--- config.mk ---
export PLATFORM = sky130hd
export DESIGN_NAME = regfile_wb_scheduler
export DESIGN_NICKNAME = d
export VERILOG_FILES = /design/src/rtl/regfile_wb_scheduler.sv
export SDC_FILE = /design/constraint.sdc
export NUM_CORES = 1
export LEC_CHECK = 0
export CAP_MARGIN = 20
export CELL_PAD_IN_SITES_DETAIL_PLACEMENT = 0
export CELL_PAD_IN_SITES_GLOBAL_PLACEMENT = 1
export CORE_MARGIN = 3
export CORE_UTILIZATION = 47
export DETAILED_ROUTE_END_ITERATION = 16
export DONT_BUFFER_PORTS = 1
export PLACE_DENSITY_LB_ADDON = 0.08
export SLEW_MARGIN = 0
export SYNTH_ARGS = -nofsm -noshare
export SYNTH_HDL_FRONTEND = slang
export SYNTH_SLANG_ARGS = --single-unit
--- constraint.sdc ---
create_clock -name Clk -period 2.35 [get_ports Clk]
set_input_delay 0.3525 -clock Clk [delete_from_list [all_inputs] [get_ports Clk]]
set_output_delay 0.3525 -clock Clk [all_outputs]
set_load 0.1 [all_outputs]
--- src/rtl/regfile_wb_scheduler.sv ---
// regfile_wb_scheduler: round-robin write-port arbiter with a registered write stage and a RAW scoreboard.
module regfile_wb_scheduler #(
  parameter int DATA_W = 32,
  parameter int ADDR_W = 5
) (
  input  logic              Clk,
  input  logic              Rst_n,
  input  logic              req0_valid,
  output logic              req0_ready,
  input  logic [ADDR_W-1:0] req0_rw,
  input  logic [DATA_W-1:0] req0_data,
  input  logic              req1_valid,
  output logic              req1_ready,
  input  logic [ADDR_W-1:0] req1_rw,
  input  logic [DATA_W-1:0] req1_data,
  output logic              rf_we,
  output logic [ADDR_W-1:0] rf_rw,
  output logic [DATA_W-1:0] rf_busw,
  input  logic              issue_valid,
  input  logic [ADDR_W-1:0] issue_rd,
  input  logic [ADDR_W-1:0] chk_ra,
  input  logic [ADDR_W-1:0] chk_rb,
  output logic              ra_busy,
  output logic              rb_busy
);
  localparam int NREG = 1 << ADDR_W;
  logic              last_q, last_d;
  logic              we_q, we_d;
  logic [ADDR_W-1:0] rw_q, rw_d;
  logic [DATA_W-1:0] data_q, data_d;
  logic [NREG-1:0]   pend_q, pend_d, set_v, clr_v;
  logic              acc;
  logic [ADDR_W-1:0] acc_rw;
  logic [DATA_W-1:0] acc_data;
  // last_q=1 means req1 won last, so req0 wins a tie
  assign req0_ready = req0_valid && (!req1_valid || last_q);
  assign req1_ready = req1_valid && (!req0_valid || !last_q);
  assign acc        = req0_ready || req1_ready;
  assign acc_rw     = req0_ready ? req0_rw : req1_rw;
  assign acc_data   = req0_ready ? req0_data : req1_data;
  always_comb begin
    last_d = acc ? req1_ready : last_q;
    we_d   = acc && acc_rw != '0;
    rw_d   = we_d ? acc_rw : rw_q;
    data_d = we_d ? acc_data : data_q;
    set_v  = (issue_valid && issue_rd != '0) ? NREG'(1) << issue_rd : '0;
    clr_v  = we_d ? NREG'(1) << acc_rw : '0;
    pend_d = (pend_q & ~clr_v) | set_v;
  end
  always_ff @(posedge Clk or negedge Rst_n) begin
    if (!Rst_n) begin
      last_q <= 1'b1;
      we_q   <= 1'b0;
      rw_q   <= '0;
      data_q <= '0;
      pend_q <= '0;
    end else begin
      last_q <= last_d;
      we_q   <= we_d;
      rw_q   <= rw_d;
      data_q <= data_d;
      pend_q <= pend_d;
    end
  end
  assign rf_we   = we_q;
  assign rf_rw   = rw_q;
  assign rf_busw = data_q;
  assign ra_busy = pend_q[chk_ra] && chk_ra != '0;
  assign rb_busy = pend_q[chk_rb] && chk_rb != '0;
endmodule

==> flow_summary.toml, run 1 <==
[cells_and_area]
seqCellArea_sq_mm = 0.00175
areaGrowthSynthToFinish_pct = 11.2
nNetsFinal = 501
multi_input_area_sq_mm = 0.00211
fin_area_sq_mm = 0.00438
mostFrequentLayoutCells = "110 x nand2_1, 69 x dfrtp_1, 33 x o21ai_0, 31 x o31ai_1, 27 x mux2_1"
n_fill_cell = 703
final_common_cell = "nand2_1"
drive_gt1_share_pct = 17.0
insertedDiodeCount = 0

[synthesis]
syn_area_sq_mm = 0.00394
ys_seq_area_share_pct = 44.5
synth_seq_cells = 70
ys_warn_count = 0
postSynthCellCount = 399
postSynthAreaPerCell_sq_um = 9.87
synth_fp_nets = 493
synth-edff-count = 0
synth-main-ff-cell = "dfrtp_1"
synth_area_leaders = "dfrtp_1 44%, nand2_1 10%, mux4_2 8.0%"
yosys.area.top_type = "dfrtp_1"
ys_async_sr_fraction_pct = 100
netlist.area_leader.share_pct = 43.8
synthDistinctLibCells = 44

[die]
dieArea_sq_mm = 0.00952
initial_core_util_pct = 49.7
die_height_um = 97.6
ios = 136
row_count = 32
core-area_sq_mm = 0.00793
fp.dieW_um = 97.6

[sta]
setup_viol = 0
fmax_mhz = 445
timing.final.ws_setup_ns = 0.104
min_period_ns = 2.25
tightest_slew_ns = 0.944
hold_viol = 0
timing.final.crit_share_pct = 95.6
hold_ws_ns = 0.0583
fin_skew_ns = 0.0102
slew_headroom_pct = 36.7
finalSetupTns_ns = 0
slew_viol_final = 0
rsz0062_at_grt = "false"

[worst_hold_path]
hold_depth = 1
min_path_type = "input pin to flop"
hold_start = "req0_valid"
min_to = "last_q$_DFFE_PN1P_"

[setup_path]
regToRegStartpoint = "last_q$_DFFE_PN1P_"
cp-start-kind = "flop"
cpPeakStageDelay_ns = 0.47
crit_chain = "mux4_2 -> nor3b_1 -> a31oi_1 -> nand3_2 -> nor3_4 -> buf_8"
cp_max_fo = 3
arrival_ns = 1.89
end_kind = "output port"
regToRegSetupSlack_ns = 0.19
worst_path_max_delay_cell = "mux4_2"
worstPathRequired_ns = 2.00
rr_worst_depth = 7
crit_type = "flop to output port"
rr_endpoint = "rf_busw[16]$_DFFE_PN0P_"

[pwr]
power_switching_w = 0.00182
sw_frac_of_total_pct = 44.9
power_density_mw_per_mm2 = 926
power.internal_w = 0.00224
cellLeakagePower_nw = 1.88
power.total_w = 0.00406
vdd_drop_max_mv = 0.464
p_comb_share_pct = 22.2
power_frac_clock_pct = 21.3
pwr-share-seq_pct = 56.6

[job]
cap_violations = 0

[grt]
antenna_found_initial = 0
overflow = 0
grt_max_degree = 71
grt_pass1_wl_um = 17000
grt_pass1_vias = 3270
grt_usage_pct = 22.2

[drt]
wl_per_cell_um = 19.7
wirelength_um = 10100
drt_iter0_drc = 123
dr.pass1.iters = 4
postRouteAntennaNets = 0
viasPerCell = 6.12
drc = 0
vias = 3147

[clock_network]
clockBufferDepth = 2
clk_latency_ns = 0.35
clock-sinks = 70
postCtsSetupBuffers = 0
cts_root_buf = "clkbuf_8"
numCtsBuffers = 9
cts_tree = "built"
htree_num_levels = 3
path_clk_slew_ns = 0.07

[placed_design]
gp_congestion = 0.898
dp_hpwl_um = 7640
pre_cts_slack_ns = 0.166
placed_cell_area_sq_mm = 0.00412
port_buffers = 0

[status]
status = "finished, final reports clean"
## area by class of cell
type	instances	area share, %
clock buffer	9	2.83
multi-input combinational	301	48.3
timing repair buffer	17	4.14
inverter	8	0.686
clock inverter	7	1.14
tap	102	2.91
sequential	70	40.0
## routing by layer
layer  share of wire (%)  vias to the layer above  GRT usage (%)  wire (um)
met5                   0                        -              0          0
met4                 1.5                        0           8.52        152
met3                  10                       12           6.46       1020
met2                  50                      128           36.4       5070
met1                  38                     1546           27.7       3900
li1                    -                     1461              -          -
## stage by stage
stage / cells / util (%)
after CTS: 514 / 54.8
final: 514 / 55.3
after global routing: 514 / 55.3
after detailed placement: 496 / 52.0
after global placement: 496 / 52.0
after floorplan: 399 / -
## worst max-delay path: cells and delay by family (launching register included)
family / cells / cell delay [ns]
compound gates: 1 / 0.09
buf+inv: 1 / 0.18
flops: 1 / 0.42
mux: 1 / 0.47
simple gates: 3 / 0.40
## logic make-up (layout without fill, tap and decap cells)
logic type             Yosys count  after routing  share of synthesized area (%)
AO/OA/AOI/OAI                   89             89                           14.9
buffers and inverters           28             41                           3.27
flip-flops                      70             70                           44.5
multiplexers                    57             57                           20.2
AND/OR/NAND/NOR                155            155                           17.2
## state kept, by name (all words and copies together), names as in the netlist
register  cells
rf_busw      32
pend_q       31
rf_rw         5
last_q        1
rf_we         1
## repair_timing
action                                  4_1_cts  5_1_grt
endpoints found under the hold margin        70        0
endpoints found under the setup margin        2        3
gates resized for setup                       2        9
hold buffers                                  2        0
## Yosys cell counts (2+ instances only)
library cell / n
nand2_1: 110
dfrtp_1: 69
o21ai_0: 33
o31ai_1: 31
mux2_1: 27
clkbuf_1: 14
mux4_2: 14
mux2_2: 8
nor2_1: 8
inv_1: 7
mux2i_1: 7
a21oi_1: 6
nand3_1: 6
nand3b_1: 6
nor3_1: 6
a31oi_1: 4
nand2b_1: 4
a2111oi_0: 3
buf_6: 3
nor2b_1: 3
a32oi_1: 2
buf_1: 2
nand4_1: 2
nor3b_1: 2
nor4b_1: 2
o21ai_1: 2
## worst max path at each step
stage                                    start                      end  slack [ns]  cells past startpoint
after global routing      pend_q[29]$_DFF_PN0_                  ra_busy       0.003                      6
after floorplan                      chk_ra[2]                  ra_busy        0.02                      6
after CTS                 pend_q[29]$_DFF_PN0_                  rb_busy       0.005                      6
after global placement      last_q$_DFFE_PN1P_   rf_busw[3]$_DFFE_PN0P_        0.21                      7
after detailed placement    last_q$_DFFE_PN1P_  rf_busw[16]$_DFFE_PN0P_        0.17                      7
final                     pend_q[31]$_DFF_PN0_                  ra_busy        0.10                      6
## power groups by stage
| stage | Clock, W | Sequential, W | Combinational, W |
|---|---|---|---|
| detailed placement | 0 | 0.00232 | 0.000844 |
| floorplan | 0 | 0.00228 | 0.000665 |
| finish | 0.000862 | 0.00230 | 0.000900 |
| global placement | 0 | 0.00230 | 0.000822 |
| global route | 0.000938 | 0.00234 | 0.00101 |
| CTS | 0.000882 | 0.00229 | 0.000880 |
(Power assumes the default switching activity.)
==> run 2: changes to the inputs <==
--- a/config.mk
+++ b/config.mk
@@ -9,7 +9,8 @@
 export CELL_PAD_IN_SITES_DETAIL_PLACEMENT = 0
 export CELL_PAD_IN_SITES_GLOBAL_PLACEMENT = 1
 export CORE_MARGIN = 3
-export CORE_UTILIZATION = 47
+export CORE_UTILIZATION = 49
+export CTS_BUF_LIST = sky130_fd_sc_hd__clkbuf_8
 export DETAILED_ROUTE_END_ITERATION = 16
 export DONT_BUFFER_PORTS = 1
 export PLACE_DENSITY_LB_ADDON = 0.08
==> run 2 against run 1 <==
Register-to-register slack worse by 0.13 ns. Sequential power barely moved. Maximum frequency down 1.9%. Worst setup slack worse by 0.045 ns. Design area is 1.5% higher. Count of clock-buffer cells in the layout up 1. Clock power is 37% higher. Critical endpoint is now rf_rw[1]$_DFFE_PN0P_.
==> flow_summary.toml, run 2 (synthesized netlist as in run 1, its figures left out) <==
[die]
core-area_sq_mm = 0.00777
die_height_um = 95.7
fp.dieW_um = 95.7
dieArea_sq_mm = 0.00915
row_count = 32
ios = 136
initial_core_util_pct = 50.7

[status]
status = "finished, final reports clean"

[setup_path]
worstPathRequired_ns = 2.57
regToRegStartpoint = "last_q$_DFFE_PN1P_"
cp-start-kind = "flop"
rr_worst_depth = 7
end_kind = "flop"
crit_type = "flop to flop"
cp_max_fo = 18
crit_start = "last_q$_DFFE_PN1P_"
arrival_ns = 2.51

[clock_network]
cts_tree = "built"
clockBufferDepth = 2
clock-sinks = 70
path_clk_slew_ns = 0.07
cts_root_buf = "clkbuf_8"
numCtsBuffers = 9
htree_num_levels = 3
clk_latency_ns = 0.33

[drt]
postRouteAntennaNets = 0
wl_per_cell_um = 19.6
drc = 0
dr.pass1.iters = 4
drt_iter0_drc = 162
viasPerCell = 6.06
vias = 3113
wirelength_um = 10100

[job]
cap_violations = 0

[cells_and_area]
seqCellArea_sq_mm = 0.00175
n_fill_cell = 678
drive_gt1_share_pct = 15.8
largest_reg_flops = 32
insertedDiodeCount = 0
areaGrowthSynthToFinish_pct = 12.9
multi_input_area_sq_mm = 0.00210
nNetsFinal = 501
mostFrequentLayoutCells = "110 x nand2_1, 69 x dfrtp_1, 33 x o21ai_0, 31 x o31ai_1, 27 x mux2_1"
final_common_cell = "nand2_1"

[grt]
grt_max_degree = 71
overflow = 0
antenna_found_initial = 0
grt_pass1_wl_um = 15800
grt_pass1_vias = 3119
grt_usage_pct = 22.8

[placed_design]
dp_hpwl_um = 7210
gp_congestion = 0.839
port_buffers = 0
pre_cts_slack_ns = 0.0974

[sta]
rsz0062_at_grt = "true"
hold_ws_ns = 0.0646
slew_headroom_pct = 31.2
finalSetupTns_ns = 0
timing.final.ws_setup_ns = 0.0596
hold_viol = 0
timing.final.crit_share_pct = 97.5
fmax_mhz = 437
setup_viol = 0
slew_viol_final = 0
fin_skew_ns = 0.00447
min_period_ns = 2.29
tightest_slew_ns = 1.03

[worst_hold_path]
hold_depth = 1
hold_start = "req0_valid"
min_path_type = "input pin to flop"

[pwr]
power_density_mw_per_mm2 = 980
vdd_drop_max_mv = 0.508
cellLeakagePower_nw = 1.92
[run 2: final cells by class]
cell class	count	share of cell area (%)
multi-input combinational	301	47.2
sequential	70	39.4
timing repair buffer	17	4.31
clock buffer	10	3.10
tap	102	2.87
clock inverter	6	2.48
inverter	8	0.675
[run 2: per-stage QoR]
stage	utilization, %	total power (W)	area [sq um]	cells
after floorplan	-	0.00295	3970	399
after global placement	52.7	0.00312	4090	492
after detailed placement	52.7	0.00314	4090	492
after CTS	56.5	0.00437	4390	510
after global routing	57.2	0.00455	4450	514
final	57.2	0.00436	4450	514
[run 2: report_power, final]
part	switching, W	total [W]	internal (W)	leakage [nW]
logic	0.000467	0.000873	0.000406	0.947
registers	0.000867	0.00231	0.00144	0.847
clock network	0.000446	0.00118	0.000732	0.124
total	0.00178	0.00436	0.00258	1.92
[run 2: what timing repair did]
action                                 in CTS  in global routing
hold buffers                                2                  0
buffers inserted                            0                  3
setup endpoints to repair                   2                 22
endpoints found under the hold margin      70                  0
gates cloned                                0                  1
resized for setup                           2                  3
[run 2: worst paths after layout]
path,end,slack (ns)
worst min register to register,pend_q[22]$_DFF_PN0_,0.54
worst max-delay path,rf_rw[1]$_DFFE_PN0P_,0.06
worst max register to register,rf_rw[1]$_DFFE_PN0P_,0.06
worst min-delay path,last_q$_DFFE_PN1P_,0.06
min in group asynchronous,pend_q[15]$_DFF_PN0_,0.57
max in group asynchronous,last_q$_DFFE_PN1P_,1.44
[run 2: layer usage]
| metal | share of wire [%] | track usage (%) |
|---|---|---|
| met1 | 40 | 29.5 |
| met2 | 50 | 37.5 |
| met3 | 8.7 | 6.00 |
| met4 | 0.85 | 6.87 |
| met5 | 0 | 0 |
[run 2: critical path: stages, from the launching register on]
cell	delay, ns
dfstp_2	0.54
nand2b_2	0.17
nand2_2	0.08
inv_2	0.16
mux2_4	0.41
o21ai_4	0.24
clkbuf_16	0.23
mux2_1	0.33
